$ cat src/rtl/multi_digit_calculator_if.sv
// Scan-code input and display-side outputs of the calculator core.
interface multi_digit_calculator_if #(parameter int W = 8);
    logic [7:0]   scan_code;
    logic         scan_ready;
    logic [W-1:0] disp_value;
    logic         disp_neg;
    logic         error;
    logic         busy;
    logic         result_valid;

    modport master (output scan_code, scan_ready,
                    input  disp_value, disp_neg, error, busy, result_valid);
    modport slave  (input  scan_code, scan_ready,
                    output disp_value, disp_neg, error, busy, result_valid);
endinterface

$ cat src/rtl/multi_digit_calculator.sv
// PS/2 calculator core: multi-digit operands, add/sub/shift-add multiply, result chaining.
// Latency: keys act next cycle; add/sub result 1 cycle after '=', multiply W cycles.
// Backpressure: none; every scan byte is consumed on its strobe (dropped while busy).
module multi_digit_calculator #(
    parameter int DIGITS = 2,
    parameter int W      = 8
) (
    input  logic                    clk,
    input  logic                    reset,
    multi_digit_calculator_if.slave bus
);
    localparam int CW = $clog2(DIGITS + 1);
    localparam int MW = (W > 1) ? $clog2(W) : 1;

    function automatic int unsigned pow10(input int n);
        int unsigned p = 1;
        for (int i = 0; i < n; i++) p = p * 10;
        return p;
    endfunction
    localparam int unsigned POW10 = pow10(DIGITS);

    typedef enum logic [2:0] {S_OP1, S_OP2, S_CALC, S_DONE, S_ERR} state_t;
    typedef enum logic [1:0] {OP_ADD, OP_SUB, OP_MUL} op_t;

    state_t         state, state_n;
    op_t            op, op_n, kop;
    logic [W-1:0]   op1, op1_n, op2, op2_n, result, result_n;
    logic [CW-1:0]  cnt, cnt_n;
    logic [2*W-1:0] acc, acc_n, acc_step;
    logic [MW-1:0]  mcnt, mcnt_n;
    logic [W:0]     sum;
    logic           neg, neg_n, brk, brk_n, rv, rv_n;
    logic           key, is_dig, is_op, is_eq, is_esc;
    logic [3:0]     dval;

    always_comb begin
        is_dig = 1'b1;
        dval   = 4'd0;
        case (bus.scan_code)
            8'h45: dval = 4'd0;
            8'h16: dval = 4'd1;
            8'h1E: dval = 4'd2;
            8'h26: dval = 4'd3;
            8'h25: dval = 4'd4;
            8'h2E: dval = 4'd5;
            8'h36: dval = 4'd6;
            8'h3D: dval = 4'd7;
            8'h3E: dval = 4'd8;
            8'h46: dval = 4'd9;
            default: is_dig = 1'b0;
        endcase
    end

    assign is_op  = (bus.scan_code == 8'h55) || (bus.scan_code == 8'h4E) || (bus.scan_code == 8'h7C);
    assign kop    = (bus.scan_code == 8'h4E) ? OP_SUB : (bus.scan_code == 8'h7C) ? OP_MUL : OP_ADD;
    assign is_eq  = (bus.scan_code == 8'h5A);
    assign is_esc = (bus.scan_code == 8'h76);
    // Only bytes that survive the break/extended prefix filter act as keys.
    assign key    = bus.scan_ready && !brk && (bus.scan_code != 8'hF0) && (bus.scan_code != 8'hE0);

    assign sum      = {1'b0, op1} + {1'b0, op2};
    assign acc_step = acc + (op2[mcnt] ? ({{W{1'b0}}, op1} << mcnt) : '0);

    always_comb begin
        state_n  = state;
        op_n     = op;
        op1_n    = op1;
        op2_n    = op2;
        cnt_n    = cnt;
        acc_n    = acc;
        mcnt_n   = mcnt;
        result_n = result;
        neg_n    = neg;
        rv_n     = 1'b0;
        brk_n    = brk;
        if (bus.scan_ready) begin
            if (bus.scan_code == 8'hF0)      brk_n = 1'b1;
            else if (bus.scan_code != 8'hE0) brk_n = 1'b0;
        end
        if (key && is_esc && state != S_CALC) begin
            state_n  = S_OP1;
            op_n     = OP_ADD;
            op1_n    = '0;
            op2_n    = '0;
            cnt_n    = '0;
            acc_n    = '0;
            result_n = '0;
            neg_n    = 1'b0;
        end else begin
            case (state)
                S_OP1: if (key) begin
                    if (is_dig) begin
                        if (cnt < CW'(DIGITS)) begin
                            op1_n = op1 * W'(10) + W'(dval);
                            cnt_n = cnt + CW'(1);
                        end else state_n = S_ERR;
                    end else if (is_op && cnt != '0) begin
                        op_n    = kop;
                        cnt_n   = '0;
                        op2_n   = '0;
                        state_n = S_OP2;
                    end else state_n = S_ERR;
                end
                S_OP2: if (key) begin
                    if (is_dig) begin
                        if (cnt < CW'(DIGITS)) begin
                            op2_n = op2 * W'(10) + W'(dval);
                            cnt_n = cnt + CW'(1);
                        end else state_n = S_ERR;
                    end else if (is_eq && cnt != '0) begin
                        acc_n   = '0;
                        mcnt_n  = '0;
                        state_n = S_CALC;
                    end else state_n = S_ERR;
                end
                S_CALC: case (op)
                    OP_ADD: begin
                        if (sum[W]) state_n = S_ERR;
                        else begin
                            result_n = sum[W-1:0];
                            neg_n    = 1'b0;
                            rv_n     = 1'b1;
                            state_n  = S_DONE;
                        end
                    end
                    OP_SUB: begin
                        neg_n    = (op2 > op1);
                        result_n = (op2 > op1) ? op2 - op1 : op1 - op2;
                        rv_n     = 1'b1;
                        state_n  = S_DONE;
                    end
                    OP_MUL: begin
                        // One multiplier bit per cycle; overflow judged on the final sum.
                        acc_n  = acc_step;
                        mcnt_n = mcnt + MW'(1);
                        if (mcnt == MW'(W - 1)) begin
                            if (acc_step[2*W-1:W] != '0) state_n = S_ERR;
                            else begin
                                result_n = acc_step[W-1:0];
                                neg_n    = 1'b0;
                                rv_n     = 1'b1;
                                state_n  = S_DONE;
                            end
                        end
                    end
                    default: state_n = S_ERR;
                endcase
                S_DONE: if (key) begin
                    if (is_dig) begin
                        op1_n   = W'(dval);
                        cnt_n   = CW'(1);
                        state_n = S_OP1;
                    end else if (is_op) begin
                        if (!neg && 32'(result) < POW10) begin
                            op1_n   = result;
                            op2_n   = '0;
                            cnt_n   = '0;
                            op_n    = kop;
                            state_n = S_OP2;
                        end else state_n = S_ERR;
                    end
                end
                S_ERR: if (key && is_dig) begin
                    op1_n   = W'(dval);
                    cnt_n   = CW'(1);
                    state_n = S_OP1;
                end
                default: state_n = S_OP1;
            endcase
        end
    end

    always_ff @(posedge clk) begin
        if (reset) begin
            state  <= S_OP1;
            op     <= OP_ADD;
            op1    <= '0;
            op2    <= '0;
            cnt    <= '0;
            acc    <= '0;
            mcnt   <= '0;
            result <= '0;
            neg    <= 1'b0;
            brk    <= 1'b0;
            rv     <= 1'b0;
        end else begin
            state  <= state_n;
            op     <= op_n;
            op1    <= op1_n;
            op2    <= op2_n;
            cnt    <= cnt_n;
            acc    <= acc_n;
            mcnt   <= mcnt_n;
            result <= result_n;
            neg    <= neg_n;
            brk    <= brk_n;
            rv     <= rv_n;
        end
    end

    always_comb begin
        case (state)
            S_OP2:   bus.disp_value = op2;
            S_DONE:  bus.disp_value = result;
            S_ERR:   bus.disp_value = '0;
            default: bus.disp_value = op1;
        endcase
    end
    assign bus.disp_neg     = (state == S_DONE) && neg;
    assign bus.error        = (state == S_ERR);
    assign bus.busy         = (state == S_CALC);
    assign bus.result_valid = rv;
endmodule

$ cat src/flat_wrapper.sv
// flat-port wrapper written by rule: the top's interface ports become plain ports
module multi_digit_calculator_flat 
#(
    parameter int DIGITS = 2,
    parameter int W      = 8
)
  (clk, reset, bus_scan_code, bus_scan_ready, bus_disp_value, bus_disp_neg, bus_error, bus_busy, bus_result_valid);
  multi_digit_calculator_if #(.W(W)) bus_i ();
  input  logic clk;
  input  logic reset;
  input wire logic [$bits(bus_i.scan_code)-1:0] bus_scan_code;
  input wire logic [$bits(bus_i.scan_ready)-1:0] bus_scan_ready;
  output wire logic [$bits(bus_i.disp_value)-1:0] bus_disp_value;
  output wire logic [$bits(bus_i.disp_neg)-1:0] bus_disp_neg;
  output wire logic [$bits(bus_i.error)-1:0] bus_error;
  output wire logic [$bits(bus_i.busy)-1:0] bus_busy;
  output wire logic [$bits(bus_i.result_valid)-1:0] bus_result_valid;
  assign bus_i.scan_code = bus_scan_code;
  assign bus_i.scan_ready = bus_scan_ready;
  assign bus_disp_value = bus_i.disp_value;
  assign bus_disp_neg = bus_i.disp_neg;
  assign bus_error = bus_i.error;
  assign bus_busy = bus_i.busy;
  assign bus_result_valid = bus_i.result_valid;
  multi_digit_calculator #(.DIGITS(DIGITS), .W(W)) u_core (.clk(clk), .reset(reset), .bus(bus_i));
endmodule
$ cat config.mk
export PLATFORM = sky130hd
export DESIGN_NAME = multi_digit_calculator_flat
export DESIGN_NICKNAME = d
export VERILOG_FILES = /design/src/rtl/multi_digit_calculator_if.sv /design/src/rtl/multi_digit_calculator.sv /design/src/flat_wrapper.sv
export SDC_FILE = /design/constraint.sdc
export NUM_CORES = 1
export LEC_CHECK = 0
export BUFFER_PORTS_ARGS = -buffer_cell sky130_fd_sc_hd__buf_2
export CORE_ASPECT_RATIO = 0.6
export CORE_MARGIN = 8
export CORE_UTILIZATION = 28
export CTS_BUF_LIST = sky130_fd_sc_hd__clkbuf_8
export CTS_CLUSTER_DIAMETER = 120
export DETAILED_ROUTE_END_ITERATION = 8
export HOLD_SLACK_MARGIN = 0.08
export PLACE_DENSITY = 0.41
export SYNTH_ARGS = -nofsm -noshare
export SYNTH_HDL_FRONTEND = slang
export SYNTH_SLANG_ARGS = --single-unit
$ cat constraint.sdc
create_clock -name clk -period 5.1 [get_ports clk]
set_input_delay 0.51 -clock clk [delete_from_list [all_inputs] [get_ports clk]]
set_output_delay 0.51 -clock clk [all_outputs]
set_load 0.03 [all_outputs]
==> flow_summary_export.csv, run 1 <==
group,metric,value,unit
route,via_count,5885,
run,max_cap_violations,0,
route,route.detailed.drc,0,
sta,final.period_utilization,88.33,%
route,detail_route.iter0.violations,632,
die,area_enclosed_by_the_die_boundary,0.02658,sq mm
clock_network,tritoncts_num_sinks,53,
grt,global_route_wire_length_before_repair,32770,microns
sta,final_hold_viol_count,0,
yosys,yosysTopAreaCellShare,17.64,%
die,die-height,129.5,microns
sta,timing_worst_slew_pin_value,0.9595,ns
route,detail_route.vias_per_cell,5.515,
worst_setup_path,cp.required,5.35,ns
yosys,synth.largest_area_cell,"sky130_fd_sc_hd__dfxtp_1",
hold_path,worstHoldPathType,"in -> reg",
layout,final_net_count,871,
worst_setup_path,worstPathArrival,4.76,ns
placed_design,dp.final_hpwl,17200,microns
grt,first_global_vias,5327,
placed_design,portBuffers,22,
sta,slew_headroom,35.90,%
yosys,yosys-top-cells-area,"sky130_fd_sc_hd__dfxtp_1 (18%), sky130_fd_sc_hd__ha_1 (14%), sky130_fd_sc_hd__a21oi_1 (6.8%)",
yosys,postSynthCellCount,786,
yosys,synth_cell_types,76,
yosys,syn_area,0.006013,sq mm
grt,grt_start_max_net_pins,28,
die,initial_core_utilization,28.59,%
route,drt-total-wl,21470,microns
layout,diodes,0,
worst_setup_path,critical_path_class,"reg -> reg",
yosys,synth_area_per_cell,7.650,sq um
clock_network,clk_root_buffer_cell,"sky130_fd_sc_hd__clkbuf_8",
worst_setup_path,endpoint_kind,"register",
outcome,outcome,"complete, no violations",
layout,layout_commonest_cell,"sky130_fd_sc_hd__nor2_1",
clock_network,numCtsBuffers,5,
layout,post_route_cells_drive_above_1_share,8.376,%
die,number_of_core_rows,41,
clock_network,clock_latency,0.34,ns
layout,finish.utilization,30.83,%
grt,grt_ovf,0,
die,fp.coreArea,0.02103,sq mm
sta,layout_min_cycle_time,4.505,ns
sta,max_freq,222.0,MHz
yosys,asyncSetResetFlopFracSynth,0,%
grt,initial_antenna_violation_count,0,
yosys,synth_edf_count,0,
route,routedWlPerCell,20.12,microns
clock_network,cts_tree,"yes",
yosys,seq_area_frac_synth,17.64,%
yosys,synth-seq-cells,53,
yosys,synth_warnings,0,
worst_setup_path,crit_path_start_kind,"register",
route,detail_route.first_pass.iterations,5,
die,io-pin-count,23,
worst_setup_path,critical_path_peak_fanout,20,
yosys,nets_in_the_synthesized_netlist,870,
clock_network,cts_resized,0,
layout,flow.area_growth_from_synthesis,7.824,%
pwr,cellPowerDensity,222.0,mW/mm^2
sta,finalSetupViolCount,0,
clock_network,cts_hold_buffers,0,
clock_network,cts_buffer_depth,2,
pwr,power.ir.vdd_worst,0.1765,mV
yosys,synth_flop_cell,"sky130_fd_sc_hd__dfxtp_1",
sta,max_slew_violation_total_from_the_final_report,0,
route,drtAntennaViolNets,0,
grt,globalRouteTotalUtil,16.05,%
clock_network,post-cts-setup-buffers,0,
sta,final.setup.tns,0,ns
clock_network,cts.clk_slew.worst_paths,0.12,ns
clock_network,h_tree_depth,2,
die,fp.dieW,205.2,microns
sta,grt_setup_unrepaired,"false",
pwr,leakagePower,2.590,nW
sta,clock-skew-final,0.01047,ns
placed_design,place_congestion,0.9172,
layout,leading_cell_types_in_the_layout_fill_and_taps_excluded,"sky130_fd_sc_hd__nor2_1 (91), sky130_fd_sc_hd__a21oi_1 (82), sky130_fd_sc_hd__ha_1 (65), sky130_fd_sc_hd__dfxtp_1 (53), sky130_fd_sc_hd__nand2_1 (47)",
-- layout make-up --
class | count | area [sq um]
clock buffers | 6 | 82.58
clock inverters | 2 | 17.52
fillers | 2281 | 14550
inverters | 44 | 165.2
multi-input cells | 646 | 4586
flip-flops and latches | 53 | 1061
well taps | 279 | 349.1
repair buffers | 37 | 222.7
-- critical path, stage by stage, from the launching register on --
cell and delay [ns]:
sky130_fd_sc_hd__dfxtp_1 0.37, sky130_fd_sc_hd__buf_4 0.26, sky130_fd_sc_hd__mux4_2 0.54, sky130_fd_sc_hd__nand2_1 0.17, sky130_fd_sc_hd__and2_1 0.29, sky130_fd_sc_hd__nor2_1 0.09, sky130_fd_sc_hd__ha_1 0.38, sky130_fd_sc_hd__o211ai_1 0.14
sky130_fd_sc_hd__a211oi_1 0.40, sky130_fd_sc_hd__o21ai_0 0.27, sky130_fd_sc_hd__and2_1 0.26, sky130_fd_sc_hd__a211oi_1 0.27, sky130_fd_sc_hd__and3_1 0.27, sky130_fd_sc_hd__and3_1 0.32, sky130_fd_sc_hd__nor2_1 0.10, sky130_fd_sc_hd__o41ai_2 0.27
-- per-stage QoR --
stage	instance area, sq um	power, mW	cells	worst slack (ns)	hold slack (ns)
CTS	6484	1.439	1067	0.6614	0.4629
global route	6484	1.521	1067	0.2359	0.4678
global placement	6384	1.138	1059	0.8152	0.4873
finish	6484	1.439	1067	0.5954	0.4637
floorplan	6013	0.9464	786	1.007	0.4406
detailed placement	6384	1.140	1059	0.7025	0.4818
-- final timing paths --
kind                                        to            from  depth (start not counted)  slack (ns)
worst max-delay path                u_core.neg  u_core.mcnt[0]                         15        0.60
worst min-delay path                u_core.brk  bus_scan_ready                          3        0.46
worst max register to register      u_core.neg  u_core.mcnt[0]                         15        0.60
worst min register to register  u_core.acc[10]  u_core.acc[10]                          2        0.50
-- report_power, final --
| part | total [mW] | internal (mW) | switching, mW |
|---|---|---|---|
| clock network | 0.293 | 0.114 | 0.180 |
| registers | 0.480 | 0.431 | 0.0489 |
| logic | 0.666 | 0.246 | 0.420 |
| total | 1.44 | 0.791 | 0.648 |
-- synth_stat cells, types with 3 or more instances --
cell and count:
sky130_fd_sc_hd__buf_1 4, sky130_fd_sc_hd__o21ai_0 36, sky130_fd_sc_hd__nor3_1 24, sky130_fd_sc_hd__nor2_1 91
sky130_fd_sc_hd__buf_6 4, sky130_fd_sc_hd__nand2_1 47, sky130_fd_sc_hd__a211oi_1 19, sky130_fd_sc_hd__a21oi_1 82
sky130_fd_sc_hd__xor2_1 6, sky130_fd_sc_hd__and3_1 7, sky130_fd_sc_hd__o22ai_1 6, sky130_fd_sc_hd__nand4_1 6
sky130_fd_sc_hd__fa_1 8, sky130_fd_sc_hd__o31ai_1 4, sky130_fd_sc_hd__o2111ai_1 3, sky130_fd_sc_hd__a22oi_1 11
sky130_fd_sc_hd__a32oi_1 6, sky130_fd_sc_hd__xnor2_1 25, sky130_fd_sc_hd__a211oi_2 3, sky130_fd_sc_hd__a221oi_1 13
sky130_fd_sc_hd__nor2b_1 18, sky130_fd_sc_hd__o211ai_1 4, sky130_fd_sc_hd__nor4_1 3, sky130_fd_sc_hd__nand3_1 14
sky130_fd_sc_hd__buf_4 3, sky130_fd_sc_hd__buf_2 4, sky130_fd_sc_hd__and2_1 9, sky130_fd_sc_hd__o21a_1 6
sky130_fd_sc_hd__clkbuf_1 28, sky130_fd_sc_hd__a31oi_1 6, sky130_fd_sc_hd__or3_1 3, sky130_fd_sc_hd__or2_2 3
sky130_fd_sc_hd__o21bai_1 4, sky130_fd_sc_hd__dfxtp_1 53, sky130_fd_sc_hd__a21o_1 12, sky130_fd_sc_hd__mux2i_1 30
sky130_fd_sc_hd__inv_1 44, sky130_fd_sc_hd__nand2b_1 24, sky130_fd_sc_hd__ha_1 65
-- logic make-up (layout without fill, tap and decap cells) --
| logic type | Yosys count | after routing | share of synthesized area [%] |
|---|---|---|---|
| multiplexers | 34 | 34 | 6.117 |
| AND/OR/NAND/NOR | 264 | 264 | 21.91 |
| XOR/XNOR | 32 | 32 | 4.786 |
| flip-flops | 53 | 53 | 17.64 |
| AO/OA/AOI/OAI | 243 | 243 | 27.15 |
| adder cells (fa/ha/maj) | 73 | 73 | 16.19 |
| buffers and inverters | 87 | 89 | 6.200 |
-- registers in the layout, indices dropped and copies added (netlist names) --
name and count:
u_core.op 2, u_core.mcnt 3, u_core.acc 16, u_core.op2 8
u_core.result 8, u_core.state 3, u_core.bus.result_valid 1, u_core.neg 1
u_core.op1 8, u_core.brk 1, u_core.cnt 2
-- layer usage --
metal  vias to the layer above  part of all wire, %  track usage (%)
li1                       2868                    -                -
met1                      2837                   56            26.39
met2                       173                   36            20.40
met5                         -                    0                0
met3                         7                  7.0            3.764
met4                         0                 0.39            1.591
Note: power is estimated with default switching activity, not from simulation.
==> run 2: changes to the inputs <==
- ABC_AREA: not set -> 1
- CAP_MARGIN: not set -> 15
- CORE_ASPECT_RATIO: 0.6 -> not set
==> run 2 against run 1 <==
Die area is 4.1% higher; fmax is 6.9% higher; wire length is 0.13% higher; critical path depth is 8 higher; core utilization is 0.60 points lower; cell area is 4.6% higher; clock power hardly changed; worst setup slack better by 0.29 ns; critical endpoint is now u_core.result[2]; largest power group unchanged.
==> flow_summary_export.csv, run 2 <==
group,metric,value,unit
yosys,synth_area_per_cell,6.307,sq um
yosys,synth.largest_area_cell,"sky130_fd_sc_hd__dfxtp_1",
die,number_of_core_rows,55,
yosys,synth_flop_cell,"sky130_fd_sc_hd__dfxtp_1",
route,detail_route.vias_per_cell,4.838,
sta,clock-skew-final,0.02067,ns
sta,final_hold_viol_count,0,
yosys,asyncSetResetFlopFracSynth,0,%
clock_network,clk_root_buffer_cell,"sky130_fd_sc_hd__clkbuf_8",
die,io-pin-count,23,
clock_network,cts_resized,0,
die,die-height,166.3,microns
hold_path,worstHoldPathType,"in -> reg",
layout,multi_input_area,0.004532,sq mm
die,fp.coreArea,0.02243,sq mm
layout,ff_latch_area,0.001061,sq mm
worst_setup_path,critical_path_peak_fanout,18,
worst_setup_path,crit_path_start_kind,"register",
sta,max_freq,237.3,MHz
layout,flow.area_growth_from_synthesis,7.180,%
die,area_enclosed_by_the_die_boundary,0.02766,sq mm
layout,diodes,0,
worst_setup_path,endpoint_kind,"register",
clock_network,post-cts-setup-buffers,0,
clock_network,h_tree_depth,2,
die,fp.dieW,166.3,microns
run,max_cap_violations,0,
sta,grt_setup_unrepaired,"false",
yosys,synth-seq-cells,53,
worst_setup_path,critical_path.n_buffers_inverters,3,
grt,grt_ovf,0,
grt,globalRouteTotalUtil,15.49,%
pwr,clkPwrFrac,17.0,%
layout,largest_reg_flops,16,
worst_setup_path,path_cells,"clkinv_1 -> a21oi_1 -> o21ai_0 -> nand2_1 -> nand2_1 -> nor3_1 -> ha_1 -> inv_1 -> fa_1 -> inv_1 -> nand3_1 -> nand3_1 -> nand3_1 -> nand3_1 -> nand2_1 -> nand2_1 -> nand2_1 -> nor2_1 -> nand2_1 -> nand2_2 -> nand3_4 -> o21ai_0 -> nor2_1",
pwr,seq_power_share,28.9,%
yosys,synth_cell_types,52,
pwr,cellPowerDensity,253.0,mW/mm^2
clock_network,cts_buffer_depth,2,
sta,final.period_utilization,82.61,%
worst_setup_path,critical_path_class,"reg -> reg",
clock_network,cts_hold_buffers,0,
route,detail_route.iter0.violations,393,
clock_network,cts.clk_slew.worst_paths,0.12,ns
route,route.detailed.drc,0,
outcome,outcome,"complete, no violations",
route,drtAntennaViolNets,0,
yosys,nets_in_the_synthesized_netlist,1087,
pwr,leakagePower,3.331,nW
pwr,design_power_total,1.715,mW
worst_setup_path,cpMaxStageDelayCell,"sky130_fd_sc_hd__dfxtp_1",
yosys,synth.top_cells.by_count,"sky130_fd_sc_hd__nand2_1 (243), sky130_fd_sc_hd__inv_1 (138), sky130_fd_sc_hd__nor2_1 (95)",
placed_design,place_congestion,0.8128,
grt,first_global_vias,6167,
worst_setup_path,cp_top_family,"simple AND/OR/NAND/NOR gates",
worst_setup_path,worstPathArrival,4.46,ns
clock_network,tritoncts_num_sinks,53,
yosys,seq_area_frac_synth,16.77,%
worst_setup_path,critical-path-max-stage-delay,0.67,ns
yosys,postSynthCellCount,1003,
clock_network,numCtsBuffers,5,
grt,grt_util_met3,1.783,%
layout,reg_with_most_ffs,"u_core.acc",
sta,max_slew_violation_total_from_the_final_report,0,
layout,final_net_count,1097,
grt,initial_antenna_violation_count,0,
grt,global_route_wire_length_before_repair,34180,microns
sta,timing_worst_slew_pin_value,0.6859,ns
layout,layout_commonest_cell,"sky130_fd_sc_hd__nand2_1",
yosys,syn_area,0.006326,sq mm
yosys,yosysTopAreaCellShare,16.77,%
pwr,switchingPower,0.8703,mW
sta,layout_min_cycle_time,4.213,ns
clock_network,cts_tree,"yes",
sta,timing.final.ws_setup,0.8868,ns
sta,final.setup.tns,0,ns
placed_design,pre_cts_ws,0.9482,ns
layout,leading_cell_types_in_the_layout_fill_and_taps_excluded,"sky130_fd_sc_hd__nand2_1 (243), sky130_fd_sc_hd__inv_1 (138), sky130_fd_sc_hd__nor2_1 (95), sky130_fd_sc_hd__a21oi_1 (74)",
placed_design,portBuffers,22,
worst_setup_path,critPathMostFrequentCell,"sky130_fd_sc_hd__nand2_1",
worst_setup_path,register_to_register_setup_slack,0.89,ns
worst_setup_path,cp.required,5.34,ns
sta,fin_hold_ws,0.4339,ns
yosys,yosys.cell_count.top_type,"sky130_fd_sc_hd__nand2_1",
yosys,yosys-top-cells-area,"sky130_fd_sc_hd__dfxtp_1 (17%), sky130_fd_sc_hd__nand2_1 (14%), sky130_fd_sc_hd__ha_1 (13%)",
pwr,power.ir.vdd_worst,0.1015,mV
pwr,power.internal,0.8448,mW
grt,grtUsageMet1,20.50,%
die,initial_core_utilization,28.20,%
route,via_count,6284,
pwr,comb_power_share,54.2,%
grt,global_route.usage.met2,25.92,%
placed_design,dp.final_hpwl,17400,microns
route,drt-total-wl,21490,microns
route,detail_route.first_pass.iterations,5,
sta,finalSetupViolCount,0,
grt,grt_start_max_net_pins,27,
grt,grt.busiest_layer,"met2",
yosys,synth_edf_count,0,
pwr,netSwitchingFraction,50.74,%
layout,post_route_cells_drive_above_1_share,10.55,%
yosys,synth_warnings,0,
clock_network,clock_latency,0.36,ns
sta,slew_headroom,54.27,%
layout,n_fill_cell,2577,
route,routedWlPerCell,16.55,microns
run 2: changes by cell type in the layout (fill, tap and decap cells not counted), moves of 24 or more:
cell                       previous run  this run
sky130_fd_sc_hd__mux2i_1             30         1
sky130_fd_sc_hd__inv_1               44       138
sky130_fd_sc_hd__nand2b_1            24         0
sky130_fd_sc_hd__nand3_1             14        45
sky130_fd_sc_hd__o21ai_0             35        65
sky130_fd_sc_hd__nand2_1             47       243
run 2: cell type report:
cell class,instances,share of cell area (%)
Clock buffer,5,1.015
Clock inverter,3,0.4982
Inverter,156,8.673
Multi-Input combinational cell,771,66.84
Sequential cell,53,15.65
Tap cell,285,5.259
Timing Repair Buffer,26,2.067
run 2: worst paths after layout:
check                           depth (start not counted)      startpoint                to
worst min register to register                          2  u_core.acc[12]    u_core.acc[12]
worst max register to register                         23  u_core.mcnt[1]  u_core.result[2]
worst max-delay path                                   23  u_core.mcnt[1]  u_core.result[2]
worst min-delay path                                    2           reset    u_core.mcnt[2]
run 2: power by group through the flow:
stage | combinational [mW] | clock (mW) | sequential [mW]
finish | 0.929 | 0.291 | 0.495
global route | 1.04 | 0.321 | 0.499
CTS | 0.923 | 0.304 | 0.496
detailed placement | 0.920 | 0 | 0.505
global placement | 0.940 | 0 | 0.506
floorplan | 0.684 | 0 | 0.480
run 2: metal layers:
| layer | wire (microns) | up-vias |
|---|---|---|
| met4 | 484 | 0 |
| met2 | 9783 | 105 |
| met1 | 10670 | 2865 |
| met3 | 555 | 29 |
| li1 | - | 3285 |
| met5 | 0 | - |
run 2: kinds of logic (layout without fill, tap and decap cells):
family	count (synthesis)	after routing	share of synthesized area [%]
and+or+nand+nor	459	459	32.38
DFF	53	53	16.77
adders and majority gates	73	73	15.39
AOI/OAI and AO/OA	208	208	19.56
muxes	1	1	0.1582
xor gates and xnor gates	30	30	4.153
buffers and inverters	179	190	11.59
run 2: stage by stage:
stage          util (%)  instance area [sq um]  instances
2_1_floorplan         -                   6326       1003
3_3_place_gp      29.77                   6678       1291
3_5_place_dp      29.77                   6678       1291
4_1_cts           30.22                   6780       1299
5_1_grt           30.22                   6780       1299
6_report          30.22                   6780       1299
==> run 3: changes to the inputs <==
- clock period: 5.1 -> 3.9 ns (I/O delays scaled with it)
==> run 3 against run 2 <==
Clock power increased by 31%; core utilization up 0.81 points; largest power group unchanged; highest routed layer unchanged; critical path depth rose by 1; clock skew down 0.0042 ns; critical endpoint is now u_core.result[1]; fmax grew 21%; critical path type unchanged.
==> flow_summary_export.csv, run 3 (synthesis results as in run 2) <==
group,metric,value,unit
worst_setup_path,critical-path-max-stage-delay,0.35,ns
route,drt-total-wl,21970,microns
placed_design,dp.final_hpwl,17950,microns
sta,clock-skew-final,0.01646,ns
worst_setup_path,critical_path.n_buffers_inverters,2,
layout,leading_cell_types_in_the_layout_fill_and_taps_excluded,"sky130_fd_sc_hd__nand2_1 (242), sky130_fd_sc_hd__inv_1 (138), sky130_fd_sc_hd__nor2_1 (94), sky130_fd_sc_hd__a21oi_1 (74), sky130_fd_sc_hd__ha_1 (65)",
sta,final_hold_viol_count,0,
pwr,cellPowerDensity,325.9,mW/mm^2
grt,grt_start_max_net_pins,27,
worst_setup_path,critical_path_class,"reg -> reg",
layout,flow.area_growth_from_synthesis,10.05,%
worst_setup_path,crit_path_start_kind,"register",
clock_network,cts.clk_slew.worst_paths,0.12,ns
layout,layout_commonest_cell,"sky130_fd_sc_hd__nand2_1",
pwr,power.ir.vdd_worst,0.1337,mV
layout,post_route_cells_drive_above_1_share,12.74,%
layout,reg_with_most_ffs,"u_core.acc",
sta,timing.final.ws_setup,0.4162,ns
sta,timing_worst_slew_pin_value,0.6732,ns
layout,final_net_count,1119,
worst_setup_path,cp.required,4.13,ns
route,routedWlPerCell,16.63,microns
pwr,clkPwrFrac,16.8,%
route,drtAntennaViolNets,0,
layout,n_fill_cell,2585,
layout,multi_input_area,0.004561,sq mm
worst_setup_path,worstPathArrival,3.71,ns
pwr,seq_power_share,27.2,%
clock_network,cts_hold_buffers,0,
clock_network,numCtsBuffers,5,
clock_network,h_tree_depth,2,
sta,final.setup.tns,0,ns
grt,global_route_wire_length_before_repair,35040,microns
placed_design,portBuffers,22,
sta,layout_min_cycle_time,3.484,ns
clock_network,cts_buffer_depth,2,
placed_design,pre_cts_ws,0.2555,ns
layout,largest_reg_flops,16,
route,route.detailed.drc,0,
die,fp.dieW,166.3,microns
hold_path,worstHoldPathType,"in -> reg",
clock_network,cts_tree,"yes",
grt,grt_ovf,0,
sta,grt_setup_unrepaired,"false",
worst_setup_path,endpoint_kind,"register",
sta,slew_headroom,54.77,%
grt,first_global_vias,6328,
run,max_cap_violations,0,
sta,final.period_utilization,89.33,%
worst_setup_path,critPathMostFrequentCell,"sky130_fd_sc_hd__nand2_1",
placed_design,post_place_cell_area,0.006835,sq mm
route,detail_route.first_pass.iterations,5,
layout,finish.utilization,31.03,%
sta,max_slew_violation_total_from_the_final_report,0,
pwr,comb_power_share,56.0,%
die,initial_core_utilization,28.20,%
route,detail_route.vias_per_cell,4.822,
grt,globalRouteTotalUtil,15.84,%
die,area_enclosed_by_the_die_boundary,0.02766,sq mm
pwr,power.internal,1.132,mW
sta,finalSetupViolCount,0,
layout,diodes,0,
sta,max_freq,287.0,MHz
die,fp.coreArea,0.02243,sq mm
die,number_of_core_rows,55,
clock_network,post-cts-setup-buffers,0,
layout,ff_latch_area,0.001061,sq mm
placed_design,place_congestion,0.8497,
clock_network,tritoncts_num_sinks,53,
worst_setup_path,cpMaxStageDelayCell,"sky130_fd_sc_hd__dfxtp_1",
grt,initial_antenna_violation_count,0,
pwr,switchingPower,1.137,mW
pwr,netSwitchingFraction,50.11,%
die,io-pin-count,23,
route,via_count,6370,
route,detail_route.iter0.violations,345,
worst_setup_path,cp_top_family,"simple AND/OR/NAND/NOR gates",
worst_setup_path,path_cells,"buf_4 -> a21oi_1 -> o21ai_0 -> nand2_1 -> nand2_1 -> nand2_2 -> o21ai_0 -> inv_1 -> ha_1 -> nand2_1 -> nor2_1 -> nand3_1 -> nand2_1 -> nand2_1 -> nand2_1 -> nand2_1 -> nand2_1 -> nand2_1 -> nor2_2 -> nand2_1 -> nand2_2 -> nand3_4 -> o21ai_0 -> nor2_1",
worst_setup_path,critical_path_peak_fanout,22,
pwr,leakagePower,3.441,nW
layout,fin_area,0.006962,sq mm
outcome,outcome,"complete, no violations",
clock_network,clock_latency,0.35,ns
clock_network,clk_root_buffer_cell,"sky130_fd_sc_hd__clkbuf_8",
die,die-height,166.3,microns
[run 3: cell types whose count changed in the layout (fill, tap and decap cells not counted), sizes merged]
cell and delta:
nand3 +1, inv +2, clkinv -2, buf +21
[run 3: layout make-up]
type,count,share of cell area (%)
multi-input combinational,772,65.51
sequential,53,15.24
inverter,156,8.447
tap,285,5.122
timing repair buffer,47,4.278
clock buffer,5,0.9885
clock inverter,3,0.4134
[run 3: metrics by stage]
stage | hold slack, ns | power [mW] | instances
after floorplan | 0.4433 | 1.522 | 1003
after global placement | 0.4618 | 1.923 | 1312
after detailed placement | 0.4629 | 1.900 | 1312
after CTS | 0.2714 | 2.288 | 1320
after global routing | 0.2807 | 2.476 | 1321
final | 0.2933 | 2.269 | 1321
[run 3: timing repair]
item / CTS / global route
resized for setup: 0 / 7
endpoints found under the hold margin: 0 / 0
endpoints found under the setup margin: 0 / 9
[run 3: path summary, 6_finish.rpt]
check / from / to / slack [ns] / cells past startpoint
worst min register to register: u_core.acc[12] / u_core.acc[12] / 0.48 / 2
worst min-delay path: reset / u_core.mcnt[2] / 0.29 / 2
worst max register to register: u_core.mcnt[0] / u_core.result[1] / 0.42 / 24
worst max-delay path: u_core.mcnt[0] / u_core.result[1] / 0.42 / 24
[run 3: power by group through the flow]
stage	registers, mW	clock network [mW]	logic [mW]
final	0.617	0.381	1.27
after detailed placement	0.629	0	1.27
after global routing	0.621	0.420	1.44
after floorplan	0.627	0	0.895
after global placement	0.630	0	1.29
after CTS	0.616	0.397	1.27
[run 3: routing by layer]
metal | up-vias | part of all wire (%) | GRT usage, %
li1 | 3349 | - | -
met1 | 2904 | 49 | 20.84
met2 | 101 | 47 | 27.44
met3 | 16 | 2.6 | 1.759
met4 | 0 | 1.4 | 3.290
met5 | - | 0 | 0
